File: src/rtl/matrix_pkg.sv
// Shared definitions for the 8x8 LED matrix scan path (frame controller and driver).
package matrix_pkg;
  localparam int MATRIX_COLS = 8;
  localparam int MATRIX_ROWS = 8;
  localparam int FRAME_W     = MATRIX_COLS * MATRIX_ROWS;
  localparam int COL_W       = $clog2(MATRIX_COLS);

  typedef enum logic {IDLE, SCAN} scan_state_t;
endpackage

File: src/rtl/matrix_ce_gen.sv
// Prescaler producing a registered one-cycle clock-enable every DIV cycles while enabled.
module matrix_ce_gen #(
  parameter int DIV = 48
) (
  input  logic clk,
  input  logic rst,
  input  logic en,
  output logic ce
);
  localparam int PW = (DIV >= 2) ? $clog2(DIV) : 1;

  if (DIV < 2) begin : g_div_chk
    $error("matrix_ce_gen: DIV must be >= 2");
  end

  logic [PW-1:0] pcnt;
  logic          wrap;

  assign wrap = (pcnt == PW'(DIV - 1));

  // Disable beats a coincident wrap: no strobe leaks out on the cycle EN falls.
  always_ff @(posedge clk or posedge rst) begin
    if (rst) begin
      pcnt <= '0;
      ce   <= 1'b0;
    end else if (!en) begin
      pcnt <= '0;
      ce   <= 1'b0;
    end else begin
      ce   <= wrap;
      pcnt <= wrap ? '0 : pcnt + PW'(1);
    end
  end
endmodule

File: src/rtl/matrix_frame_ctrl.sv
// Column-scan frame scheduler: column strobe, column position and tear-free double buffering.
module matrix_frame_ctrl
  import matrix_pkg::*;
#(
  parameter int CLK_REF = 48_000_000,
  parameter int CLK_CE  = 1_000_000,
  parameter int DIV     = CLK_REF / CLK_CE
) (
  input  logic               CLK,
  input  logic               RST,
  input  logic               EN,
  input  logic               WR_VALID,
  input  logic [FRAME_W-1:0] WR_DATA,
  output logic               WR_READY,
  output logic               CE_O,
  output logic [COL_W-1:0]   COL_O,
  output logic [FRAME_W-1:0] DAT_O,
  output logic               FRAME_O
);
  scan_state_t        state, state_nxt;
  logic               scan;
  logic               hs;
  logic               pending;
  logic [FRAME_W-1:0] shadow;
  logic [FRAME_W-1:0] active;

  matrix_ce_gen #(.DIV(DIV)) u_ce_gen (
    .clk (CLK),
    .rst (RST),
    .en  (EN),
    .ce  (CE_O)
  );

  always_ff @(posedge CLK or posedge RST) begin
    if (RST) state <= IDLE;
    else     state <= state_nxt;
  end

  always_comb begin
    state_nxt = state;
    scan      = 1'b0;
    case (state)
      IDLE: if (EN) state_nxt = SCAN;
      SCAN: begin
        scan = EN;
        if (!EN) state_nxt = IDLE;
      end
      default: state_nxt = IDLE;
    endcase
  end

  // Position is discarded whenever scanning stops; the next scan starts at column 0.
  always_ff @(posedge CLK or posedge RST) begin
    if (RST)              COL_O <= '0;
    else if (!EN)         COL_O <= '0;
    else if (CE_O && scan) COL_O <= COL_O + COL_W'(1);
  end

  assign FRAME_O  = CE_O & (COL_O == COL_W'(MATRIX_COLS - 1));
  assign WR_READY = ~pending;
  assign hs       = WR_VALID & ~pending;
  assign DAT_O    = active;

  // A handshake landing on a boundary only sets pending; the swap looks at the old flag.
  always_ff @(posedge CLK or posedge RST) begin
    if (RST) begin
      shadow  <= '0;
      active  <= '0;
      pending <= 1'b0;
    end else begin
      if (hs) shadow <= WR_DATA;
      if (FRAME_O && pending) begin
        active  <= shadow;
        pending <= 1'b0;
      end else if (hs) begin
        pending <= 1'b1;
      end
    end
  end
endmodule

File: config.mk
export PLATFORM = sky130hd
export DESIGN_NAME = matrix_frame_ctrl
export DESIGN_NICKNAME = d
export VERILOG_FILES = /design/src/rtl/matrix_pkg.sv /design/src/rtl/matrix_ce_gen.sv /design/src/rtl/matrix_frame_ctrl.sv
export SDC_FILE = /design/constraint.sdc
export NUM_CORES = 1
export LEC_CHECK = 0
export BUFFER_PORTS_ARGS = -buffer_cell sky130_fd_sc_hd__clkbuf_2
export CORE_MARGIN = 10
export CORE_UTILIZATION = 25
export DETAILED_ROUTE_END_ITERATION = 8
export HOLD_SLACK_MARGIN = 0.08
export SYNTH_ARGS = -nofsm -noshare
export SYNTH_HDL_FRONTEND = slang
export SYNTH_SLANG_ARGS = --single-unit
File: constraint.sdc
create_clock -name CLK -period 6.93 [get_ports CLK]
set_clock_uncertainty 0.2 [all_clocks]
set_input_delay 1.386 -clock CLK [delete_from_list [all_inputs] [get_ports CLK]]
set_output_delay 1.386 -clock CLK [all_outputs]
set_load 0.02 [all_outputs]
**Word level (Yosys, flattened, before mapping)**

Index checks and enable logic that the tools add are counted.
W data, S select, Z words.

- $add $sub $neg: 2
- Muxes and demuxes: 9
- Eq/ne operators: 3
- Reductions and logical operators: 3
- Bitwise gates (word level): 3

Operators with widths:

| kind | count |
|---|---|
| $mux W6 | 2 |
| $add A6 B1 Y6 const B | 1 |
| $eq A6 B6 Y1 const B | 1 |
| $mux W3 | 2 |
| $mux W1 | 5 |
| $add A3 B1 Y3 const B | 1 |
| $eq A3 B3 Y1 const B | 1 |
| $and A1 B1 Y1 | 2 |
| $logic_and A1 B1 Y1 | 2 |
| $ne A2 B1 Y1 const B | 1 |
| $reduce_bool A2 Y1 | 1 |
| $not A1 Y1 | 1 |

- Bits of input ports: 68
- Register bits: 140

**Logic depth before layout (Yosys ltp)**

- Depth after elaboration: 4
- Mapped depth: 7
- Mapped depth without buffers: 5

**Cells and area by module**

A second synthesis with hierarchy kept.

- Cells, all modules: 321
- Area total of the unflattened synthesis: 5515.3 um^2

Modules (own cells, without submodules):

| module | times used | cells each | area an instance (um^2) |
|---|---|---|---|
| matrix_frame_ctrl | 1 | 294 | 5212.5 |
| matrix_ce_gen | 1 | 27 | 302.8 |

**Worst setup path before layout**

OpenSTA, ideal clock, no wires.

- Path kind: flip-flop to output port
- Start: register COL_O[0]
- End: output port FRAME_O
- Cell stages (with the launch flop): 4
- Arrival time: 1.025 ns
- Path slack: 4.319 ns
- Path through: dfrtp_1 -> ha_1 -> ha_1 -> and2_4

- Cells in the longest elaborated chain, start to end: 2

RTL lines:

| item | RTL line | text |
|---|---|---|
| from (decl) | matrix_frame_ctrl.sv:16 | `output logic [COL_W-1:0] COL_O,` |
| from (signal assigned) | matrix_frame_ctrl.sv:56 | `else if (CE_O && scan) COL_O <= COL_O + COL_W'(1);` |
| $eq A3 B3 Y1 | matrix_frame_ctrl.sv:59 | `assign FRAME_O = CE_O & (COL_O == COL_W'(MATRIX_COLS - 1));` |
| $and A1 B1 Y1 | matrix_frame_ctrl.sv:59 |  |
| to (decl) | matrix_frame_ctrl.sv:18 | `output logic FRAME_O` |

No other way between the ends.

**Final worst setup path**

Ends and elaborated chain as after synthesis.

==> results.sh <==
export IMPL_switching_share=0.219
export IMPL_fp_coreArea_um2=21800
export IMPL_syn_area_per_cell_um2=17.3
export IMPL_diodes=0
export IMPL_cts_resized=0
export IMPL_hold_buffers=0
export IMPL_cts_tree="built"
export IMPL_grt_start_max_net_pins=77
export IMPL_route_detailed_drc=0
export IMPL_max_cap_violations=0
export IMPL_synth_warnings=0
export IMPL_r2r_worst_path_cells=6
export IMPL_placed_cells=724
export IMPL_cp_data_arrival_time_ps=1550
export IMPL_min_path_type="register to register"
export IMPL_grt_pass1_wl_mm=19.9
export IMPL_area_delta_synth_final_pct=27.9
export IMPL_pre_cts_slack_ps=3380
export IMPL_ios=138
export IMPL_tightest_slew_ps=866
export IMPL_detail_route_wirelength_mm=12.1
export IMPL_switchingPower_mw=0.426
export IMPL_tns_ps=0
export IMPL_setup_viol=0
export IMPL_portBuffers=137
export IMPL_power_density_nw_per_um2=277
export IMPL_async_reset_ff_frac=1.00
export IMPL_ys_ff_latch=140
export IMPL_min_period_ps=3140
export IMPL_finalHoldViolCount=0
export IMPL_via_per_inst=4.07
export IMPL_maxSlewHeadroom=0.421
export IMPL_endpoint_kind="primary output"
export IMPL_fin_util=0.324
export IMPL_p_clk_frac=0.497
export IMPL_initial_core_util=0.253
export IMPL_track_usage=0.0883
export IMPL_htreeDepth=4
export IMPL_outcome="finished, final reports clean"
export IMPL_worst_slack_ps=3790
export IMPL_synth_edf_count=0
export IMPL_root_buffer="clkbuf_16"
export IMPL_place_congestion=0.706
export IMPL_synthCells=318
export IMPL_grt_antenna_before_repair=0
export IMPL_postCtsSetupBuffers=0
export IMPL_synth_nets=389
export IMPL_rsz0062_at_grt="false"
export IMPL_die_h_um=168
export IMPL_ys_types=25
export IMPL_grt_overflow_total=0
export IMPL_die_x_um=168
export IMPL_placed_cell_area_um2=6420
export IMPL_layoutNonFillerInstCount=756
export IMPL_drive_gt1_frac=0.637
export IMPL_num_rows=54
export IMPL_fin_nets=534
export IMPL_power_internal_mw=1.52
export IMPL_dr_pass1_iters=4
export IMPL_required_ps=5340
export IMPL_num_vias=3078
export IMPL_fillers=2168
export IMPL_combPwrFrac=0.044
export IMPL_syn_area_um2=5510
export IMPL_power_frac_seq=0.458
export IMPL_leakagePower_nw=3.65
export IMPL_final_area_um2=7040
export IMPL_clk_transition_reported_paths_ps=60
export IMPL_max_freq_mhz=318
export IMPL_yosysSeqAreaShare=0.636
export IMPL_min_path_cells=1
export IMPL_critical_path_class="register to primary output"
export IMPL_drtAntennaViolNets=0
export IMPL_drt_initial_drc_count=163
export IMPL_hold_ws_ps=275
export IMPL_drt_wirelength_per_cell_um=16.0
export IMPL_clkLatencyLatePin_ps=410
export IMPL_cts_buffer_depth=2
export IMPL_numClockSinks=140
export IMPL_grt_pass1_vias=3577
export IMPL_power_mw=1.95
export IMPL_irDropWorstVdd_mv=0.122
export IMPL_die_area_um2=28400
export IMPL_startpoint_type="register"
export IMPL_slew_violations=0
export IMPL_ys_flop_type="dfrtp_1"
export IMPL_cp_max_fo=3
export IMPL_dp_hpwl_mm=8.49
export IMPL_min_period_over_period=0.453
export IMPL_cts_buffers=17
==> sequential cells by signal, indices dropped and copies added, names as in the netlist <==
signal and count:
DAT_O 64, shadow 64, u_ce_gen.pcnt 6, COL_O 3
pending 1, state 1, u_ce_gen.ce 1
==> cells in the final DEF (no fill, tap or decap), drive strengths merged, types with 2 or more instances in the layout <==
cell / synthesis / final
clkbuf: 0 / 155
o21ai: 2 / 2
clkinvlp: 0 / 2
dfrtp: 140 / 140
a21oi: 3 / 3
nand3: 4 / 4
buf: 14 / 3
bufinv: 0 / 4
ha: 3 / 3
inv: 3 / 5
mux2: 128 / 128
nand2: 5 / 5
clkinv: 0 / 6
and2: 2 / 2
xor2: 3 / 3
nor2: 5 / 5
==> worst paths after layout <==
check | from | endpoint | slack [ps]
worst max-delay path | COL_O[0]$_DFFE_PP0P_ | FRAME_O | 3790
worst min-delay path | u_ce_gen.pcnt[0]$_DFF_PP0_ | u_ce_gen.pcnt[0]$_DFF_PP0_ | 280
worst max register to register | COL_O[0]$_DFFE_PP0P_ | DAT_O[33]$_DFFE_PP0P_ | 4120
worst min register to register | u_ce_gen.pcnt[0]$_DFF_PP0_ | u_ce_gen.pcnt[0]$_DFF_PP0_ | 280
max in group asynchronous | RST | DAT_O[14]$_DFFE_PP0P_ | 4300
min in group asynchronous | RST | shadow[13]$_DFFE_PP0P_ | 870
==> area by class of cell <==
class | count | area [um2] | share of cell area
clock inverter | 14 | 194 | 0.0275
sequential | 140 | 3500 | 0.497
clock buffer | 18 | 429 | 0.0609
multi-input combinational | 161 | 1840 | 0.262
inverter | 3 | 16.3 | 0.00231
timing repair buffer | 140 | 708 | 0.101
tap | 280 | 350 | 0.0497
==> worst max-delay path, stage by stage, from the launching register on <==
cell and delay [ps]:
dfrtp_1 420, ha_1 210, ha_1 170, and2_4 170, clkbuf_2 160
==> cells in the mapped netlist, types with 2 or more instances <==
cell type	n	area share
mux2_2	79	0.16
buf_2	2	0.0018
dfrtp_1	140	0.64
buf_12	4	0.015
nand2_1	4	0.0027
inv_1	3	0.0020
a21oi_1	3	0.0027
mux2_4	49	0.13
buf_4	6	0.0082
nand3_1	4	0.0036
nor2_1	5	0.0034
xor2_1	3	0.0048
o21ai_0	2	0.0018
ha_1	3	0.0068
==> cells by family after synthesis <==
kind of cell | share of synthesized area
AO/OA/AOI/OAI | 0.00591
XOR/XNOR | 0.00636
adder cells (fa/ha/maj) | 0.00682
buffers and inverters | 0.0314
flip-flops | 0.636
multiplexers | 0.295
AND/OR/NAND/NOR | 0.0180
==> power by group through the flow <==
stage          registers, mW  clock network (mW)  logic [mW]
6_report               0.893               0.970      0.0866
4_1_cts                0.894               0.999      0.0896
3_5_place_dp           0.909                   0      0.0892
3_3_place_gp           0.905                   0      0.0837
2_1_floorplan          0.900                   0      0.0577
5_1_grt                0.900                1.03      0.0981
==> metal layers <==
metal | vias up | share of wire | global-route usage | routed length, um
met5 | - | 0 | 0 | 0
met4 | 0 | 0.013 | 0.0329 | 162
met1 | 1572 | 0.43 | 0.103 | 5170
li1 | 1402 | - | - | -
met3 | 12 | 0.069 | 0.0377 | 832
met2 | 92 | 0.49 | 0.142 | 5960
(Power assumes the default switching activity.)
